File: src/rtl/score_pkg.sv
// score_pkg: shared types and constants for the score feeder.
// Rev 1.0
`default_nettype none

package score_pkg;

   typedef enum logic [0:0] {
      IDLE = 1'b0,
      GAP  = 1'b1
   } feeder_state_t;

   localparam logic [3:0] MAX_DIGIT_INC = 4'd9;
   localparam int         AWARD_W       = 7;

endpackage

`default_nettype wire

File: src/rtl/combo_tracker.sv
// combo_tracker: combo multiplier and its frame-tick expiry window.
// Rev 1.0
`default_nettype none

module combo_tracker
   import score_pkg::*;
#(
   parameter int COMBO_WINDOW = 60,
   parameter int MAX_MULT     = 4
) (
   input  logic       clk,
   input  logic       rst_n,
   input  logic       hit_accept,
   input  logic       frame_tick,
   input  logic       clear,
   output logic [2:0] multiplier
);

   localparam int WIN_W = (COMBO_WINDOW < 1) ? 1 : $clog2(COMBO_WINDOW + 1);

   logic [WIN_W-1:0] window;
   logic [2:0]       mult_q;

   // A hit in the same cycle as a frame tick reloads the window and skips the decrement.
   always_ff @(posedge clk or negedge rst_n) begin
      if (!rst_n) begin
         mult_q <= 3'd1;
         window <= '0;
      end else if (clear) begin
         mult_q <= 3'd1;
         window <= '0;
      end else if (hit_accept) begin
         if (mult_q < 3'(MAX_MULT))
            mult_q <= mult_q + 3'd1;
         window <= WIN_W'(COMBO_WINDOW);
      end else if (frame_tick && (window != '0)) begin
         window <= window - WIN_W'(1);
         if (window == WIN_W'(1))
            mult_q <= 3'd1;
      end
   end

   assign multiplier = mult_q;

endmodule

`default_nettype wire

File: src/rtl/score_feeder.sv
// score_feeder: awards combo-scaled hit points and drains them as digit-safe paced increments.
// Rev 1.0
`default_nettype none

module score_feeder
   import score_pkg::*;
#(
   parameter int PEND_W       = 16,
   parameter int GAP          = 3,
   parameter int COMBO_WINDOW = 60,
   parameter int MAX_MULT     = 4
) (
   input  logic              Clk,
   input  logic              Reset,
   input  logic              hit_valid,
   input  logic [3:0]        hit_points,
   input  logic              frame_tick,
   input  logic              clear,
   output logic [3:0]        score_inc,
   output logic [PEND_W-1:0] pending,
   output logic [2:0]        multiplier,
   output logic              busy
);

   localparam int GW    = (GAP < 1) ? 1 : $clog2(GAP + 1);
   localparam int SUM_W = ((PEND_W > AWARD_W) ? PEND_W : AWARD_W) + 1;
   localparam logic [PEND_W-1:0] PEND_MAX = {PEND_W{1'b1}};

   feeder_state_t      state, state_next;
   logic [GW-1:0]      gap_cnt, gap_next;
   logic [3:0]         emit;
   logic               hit_accept;
   logic [AWARD_W-1:0] award;
   logic [SUM_W-1:0]   sum;
   logic [PEND_W-1:0]  pending_next;

   assign hit_accept = hit_valid && (hit_points != 4'd0) && !clear;
   assign award      = hit_accept ? (AWARD_W'(hit_points) * AWARD_W'(multiplier)) : '0;

   combo_tracker #(
      .COMBO_WINDOW (COMBO_WINDOW),
      .MAX_MULT     (MAX_MULT)
   ) u_combo (
      .clk        (Clk),
      .rst_n      (Reset),
      .hit_accept (hit_accept),
      .frame_tick (frame_tick),
      .clear      (clear),
      .multiplier (multiplier)
   );

   always_comb begin
      state_next = state;
      gap_next   = gap_cnt;
      emit       = 4'd0;
      unique case (state)
         score_pkg::IDLE: begin
            if (pending != '0) begin
               emit       = (pending > PEND_W'(MAX_DIGIT_INC)) ? MAX_DIGIT_INC : pending[3:0];
               state_next = score_pkg::GAP;
               gap_next   = GW'(GAP);
            end
         end
         score_pkg::GAP: begin
            gap_next = gap_cnt - GW'(1);
            if (gap_cnt <= GW'(1))
               state_next = score_pkg::IDLE;
         end
         default: state_next = score_pkg::IDLE;
      endcase
   end

   // Emit never exceeds pending, so the subtraction cannot wrap before saturation.
   always_comb begin
      sum          = SUM_W'(pending) - SUM_W'(emit) + SUM_W'(award);
      pending_next = (sum > SUM_W'(PEND_MAX)) ? PEND_MAX : sum[PEND_W-1:0];
   end

   always_ff @(posedge Clk or negedge Reset) begin
      if (!Reset) begin
         state     <= score_pkg::IDLE;
         gap_cnt   <= '0;
         score_inc <= 4'd0;
         pending   <= '0;
      end else if (clear) begin
         state     <= score_pkg::IDLE;
         gap_cnt   <= '0;
         score_inc <= 4'd0;
         pending   <= '0;
      end else begin
         state     <= state_next;
         gap_cnt   <= gap_next;
         score_inc <= emit;
         pending   <= pending_next;
      end
   end

   assign busy = (pending != '0) || (state != score_pkg::IDLE);

endmodule

`default_nettype wire

File: config.mk
export PLATFORM = sky130hd
export DESIGN_NAME = score_feeder
export DESIGN_NICKNAME = d
export VERILOG_FILES = /design/src/rtl/score_pkg.sv /design/src/rtl/combo_tracker.sv /design/src/rtl/score_feeder.sv
export SDC_FILE = /design/constraint.sdc
export NUM_CORES = 1
export LEC_CHECK = 0
export CAP_MARGIN = 15
export CORE_ASPECT_RATIO = 1.4
export CORE_MARGIN = 5
export CORE_UTILIZATION = 57
export DETAILED_ROUTE_END_ITERATION = 8
export PLACE_DENSITY_LB_ADDON = 0.1
export SLEW_MARGIN = 10
export SYNTH_ARGS = -nofsm -noshare
export SYNTH_HDL_FRONTEND = slang
export SYNTH_SLANG_ARGS = --single-unit
File: constraint.sdc
create_clock -name Clk -period 6.3 [get_ports Clk]
set_clock_uncertainty 0.15 [all_clocks]
set_input_delay 1.26 -clock Clk [delete_from_list [all_inputs] [get_ports Clk]]
set_output_delay 1.26 -clock Clk [all_outputs]
set_load 0.02 [all_outputs]
==> results.json <==
{
  "max_slew_margin": 0.6034,
  "placed_area_um2": 3229,
  "clkPwrFrac": 0.079,
  "insertedDiodeCount": 0,
  "rsz0062_at_grt": "no",
  "synthFlopType": "dfrtp_1",
  "seq_power_share": 0.168,
  "tightest_slew_ns": 0.5930,
  "routed_wl_um": 6179,
  "grt_pass1_wl_um": 10490,
  "fin_area_um2": 3317,
  "hp-start": "gap_cnt[0]",
  "clock_latency_ns": 0.29,
  "slew_violations": 0,
  "p_int_uw": 978.9,
  "syn_area_per_cell_um2": 8.940,
  "cp-end-kind": "register",
  "tritoncts": "built",
  "rr_worst_depth": 17,
  "mostFrequentLayoutCells": "inv_1 (43), ha_1 (38), clkdlybuf4s50_1 (32)",
  "r2r_end": "pending[4]",
  "drt_first_pass_iters": 4,
  "grt_usage": 0.2004,
  "fp.dieH_um": 93.43,
  "reg2reg_slack_ns": 1.60,
  "max_cap_violations": 0,
  "cts_resized": 0,
  "yosysUniqueCellTypes": 51,
  "finalWorstSetupSlack_ns": 0.6346,
  "period_share": 0.8993,
  "status": "finished clean",
  "setup_viol": 0,
  "crit_type": "in -> reg",
  "yosysSeqAreaShare": 0.2830,
  "drt-initial-drc-count": 74,
  "io_pins": 33,
  "postCtsSetupBuffers": 0,
  "power_density_nw_per_um2": 599.4,
  "core_area_um2": 4842,
  "clock.fmax_mhz": 176.5,
  "drive_gt1_frac": 0.08146,
  "holdPathEnd": "gap_cnt[0]",
  "p_sw_uw": 1009,
  "layout_commonest_cell": "inv_1",
  "grt_pass1_vias": 2368,
  "worstHoldPathCells": 1,
  "yosys_warnings": 0,
  "root_buffer": "clkbuf_8",
  "die_w_um": 69.60,
  "start_kind": "input pin",
  "antenna_left": 0,
  "h-tree-depth": 2,
  "ys_seq_elements": 32,
  "grt_start_max_net_pins": 33,
  "ys_async_sr_fraction": 1.000,
  "ir_drop_mv": 0.4645,
  "power_frac_comb": 0.753,
  "synth_edf_count": 0,
  "vias": 2357,
  "clock_path_buffers": 2,
  "io_buffers": 32,
  "row_count": 30,
  "power_leakage_uw": 0.001534,
  "routed_via_density": 5.612,
  "hold_class": "reg -> reg",
  "nets": 409,
  "clkSlewWorstSetupHoldPaths_ns": 0.07,
  "wl_per_cell_um": 14.71,
  "critical_path_arrival_ns": 5.66,
  "required_ns": 6.30,
  "syn_to_final_growth_pct": 17.04,
  "overflow": 0,
  "dp_hpwl_um": 4998,
  "synthCells": 317,
  "final.setup.tns_ns": 0,
  "dp_slack_ns": 0.3499,
  "worst_r2r_startpoint": "u_combo.multiplier[0]",
  "place.gp.congestion": 0.8649,
  "syn-cell-area_um2": 2834,
  "cts_sinks": 32,
  "worstPathMaxFanout": 8,
  "fin_crit_ns": 5.665,
  "cts_made_buffers": 5,
  "hold_violations": 0,
  "hold_buffers": 0,
  "fill_cells": 402,
  "start_util": 0.5853,
  "switching_share": 0.5077,
  "dieArea_um2": 6502,
  "drc_errors": 0,
  "syn_nets": 371,
  "antenna_found_initial": 0
}
-- metal layers --
layer,up-vias,routed length [µm],track usage
li1,1171,-,-
met5,-,0,0
met2,38,3443,0.3957
met1,1138,2455,0.2115
met4,0,120,0.07003
met3,10,160,0.03011
-- flip-flops by register name, summed over array words and instances, names as in the netlist --
register,flops
pending,16
u_combo.window,6
score_inc,4
u_combo.multiplier,3
gap_cnt,2
state,1
-- synth_stat cells (all sizes together), types with 2 or more instances --
cell,instances,area share
nand2b,5,0.011
xor2,10,0.031
nor3b,2,0.0053
o211ai,4,0.011
a31oi,5,0.011
a211oi,3,0.0079
a21oi,33,0.074
nand2,19,0.025
and2,6,0.013
nand4,2,0.0044
nor4,6,0.013
or2,4,0.0088
a2111oi,2,0.013
buf,3,0.012
fa,7,0.049
clkbuf,4,0.0053
ha,38,0.17
nand4b,2,0.0062
nor2b,5,0.011
nor3,8,0.014
a21boi,2,0.0053
inv,43,0.057
or3,4,0.0088
o21ai,11,0.019
xnor2,10,0.031
nand3,6,0.011
dfrtp,31,0.27
a21o,8,0.021
nor2,19,0.025
-- cells by family after synthesis --
logic type               count (synthesis)  share of synthesized area
flip-flops                              32                     0.2830
AND/OR/NAND/NOR                         93                     0.1726
AO/OA/AOI/OAI                           77                     0.1907
XOR/XNOR                                20                    0.06181
buffers and inverters                   50                    0.07461
adder cells (fa/ha/maj)                 45                     0.2172
-- stage by stage --
| step | hold slack [ns] | total power (µW) | instances | utilization |
|---|---|---|---|---|
| final | 0.3541 | 1988 | 420 | 0.6850 |
| after global routing | 0.3815 | 2172 | 420 | 0.6850 |
| after floorplan | 0.3072 | 1489 | 317 | - |
| after global placement | 0.3244 | 1806 | 412 | 0.6669 |
| after CTS | 0.3540 | 1996 | 420 | 0.6850 |
| after detailed placement | 0.3447 | 1829 | 412 | 0.6669 |
-- power groups by stage --
stage | sequential [µW] | clock [µW] | combinational, µW
5_1_grt | 345 | 168 | 1660
6_report | 334 | 157 | 1500
4_1_cts | 336 | 159 | 1500
3_5_place_dp | 338 | 0 | 1490
2_1_floorplan | 395 | 0 | 1090
3_3_place_gp | 338 | 0 | 1470
-- final cells by class --
class,count,area (µm²),area share
multi-input combinational,235,1821,0.5489
sequential,32,802.0,0.2418
timing repair buffer,38,365.4,0.1101
inverter,43,161.4,0.04866
tap,64,80.08,0.02414
clock buffer,5,68.82,0.02075
clock inverter,3,18.77,0.005658
-- how the worst max path moves through the flow --
stage	startpoint	to	depth (start not counted)
2_1_floorplan	hit_points[0]	pending[10]	18
3_3_place_gp	hit_points[1]	pending[11]	18
3_5_place_dp	hit_points[1]	pending[10]	18
4_1_cts	hit_points[1]	pending[4]	18
5_1_grt	hit_points[1]	pending[4]	18
6_report	hit_points[1]	pending[4]	18
-- worst max-delay path, cell delays in order --
cell	delay, ns
clkdlybuf4s50_1	0.54
nand2_1	0.10
fa_1	0.52
inv_1	0.04
ha_1	0.20
inv_1	0.07
fa_1	0.41
or3_1	0.37
fa_1	0.49
inv_1	0.04
ha_1	0.35
o211ai_1	0.10
a21o_1	0.21
a2111oi_4	0.34
nor4_1	0.09
and4b_1	0.27
buf_4	0.20
a21oi_2	0.06
No activity file was read; power rests on OpenSTA's default activity.
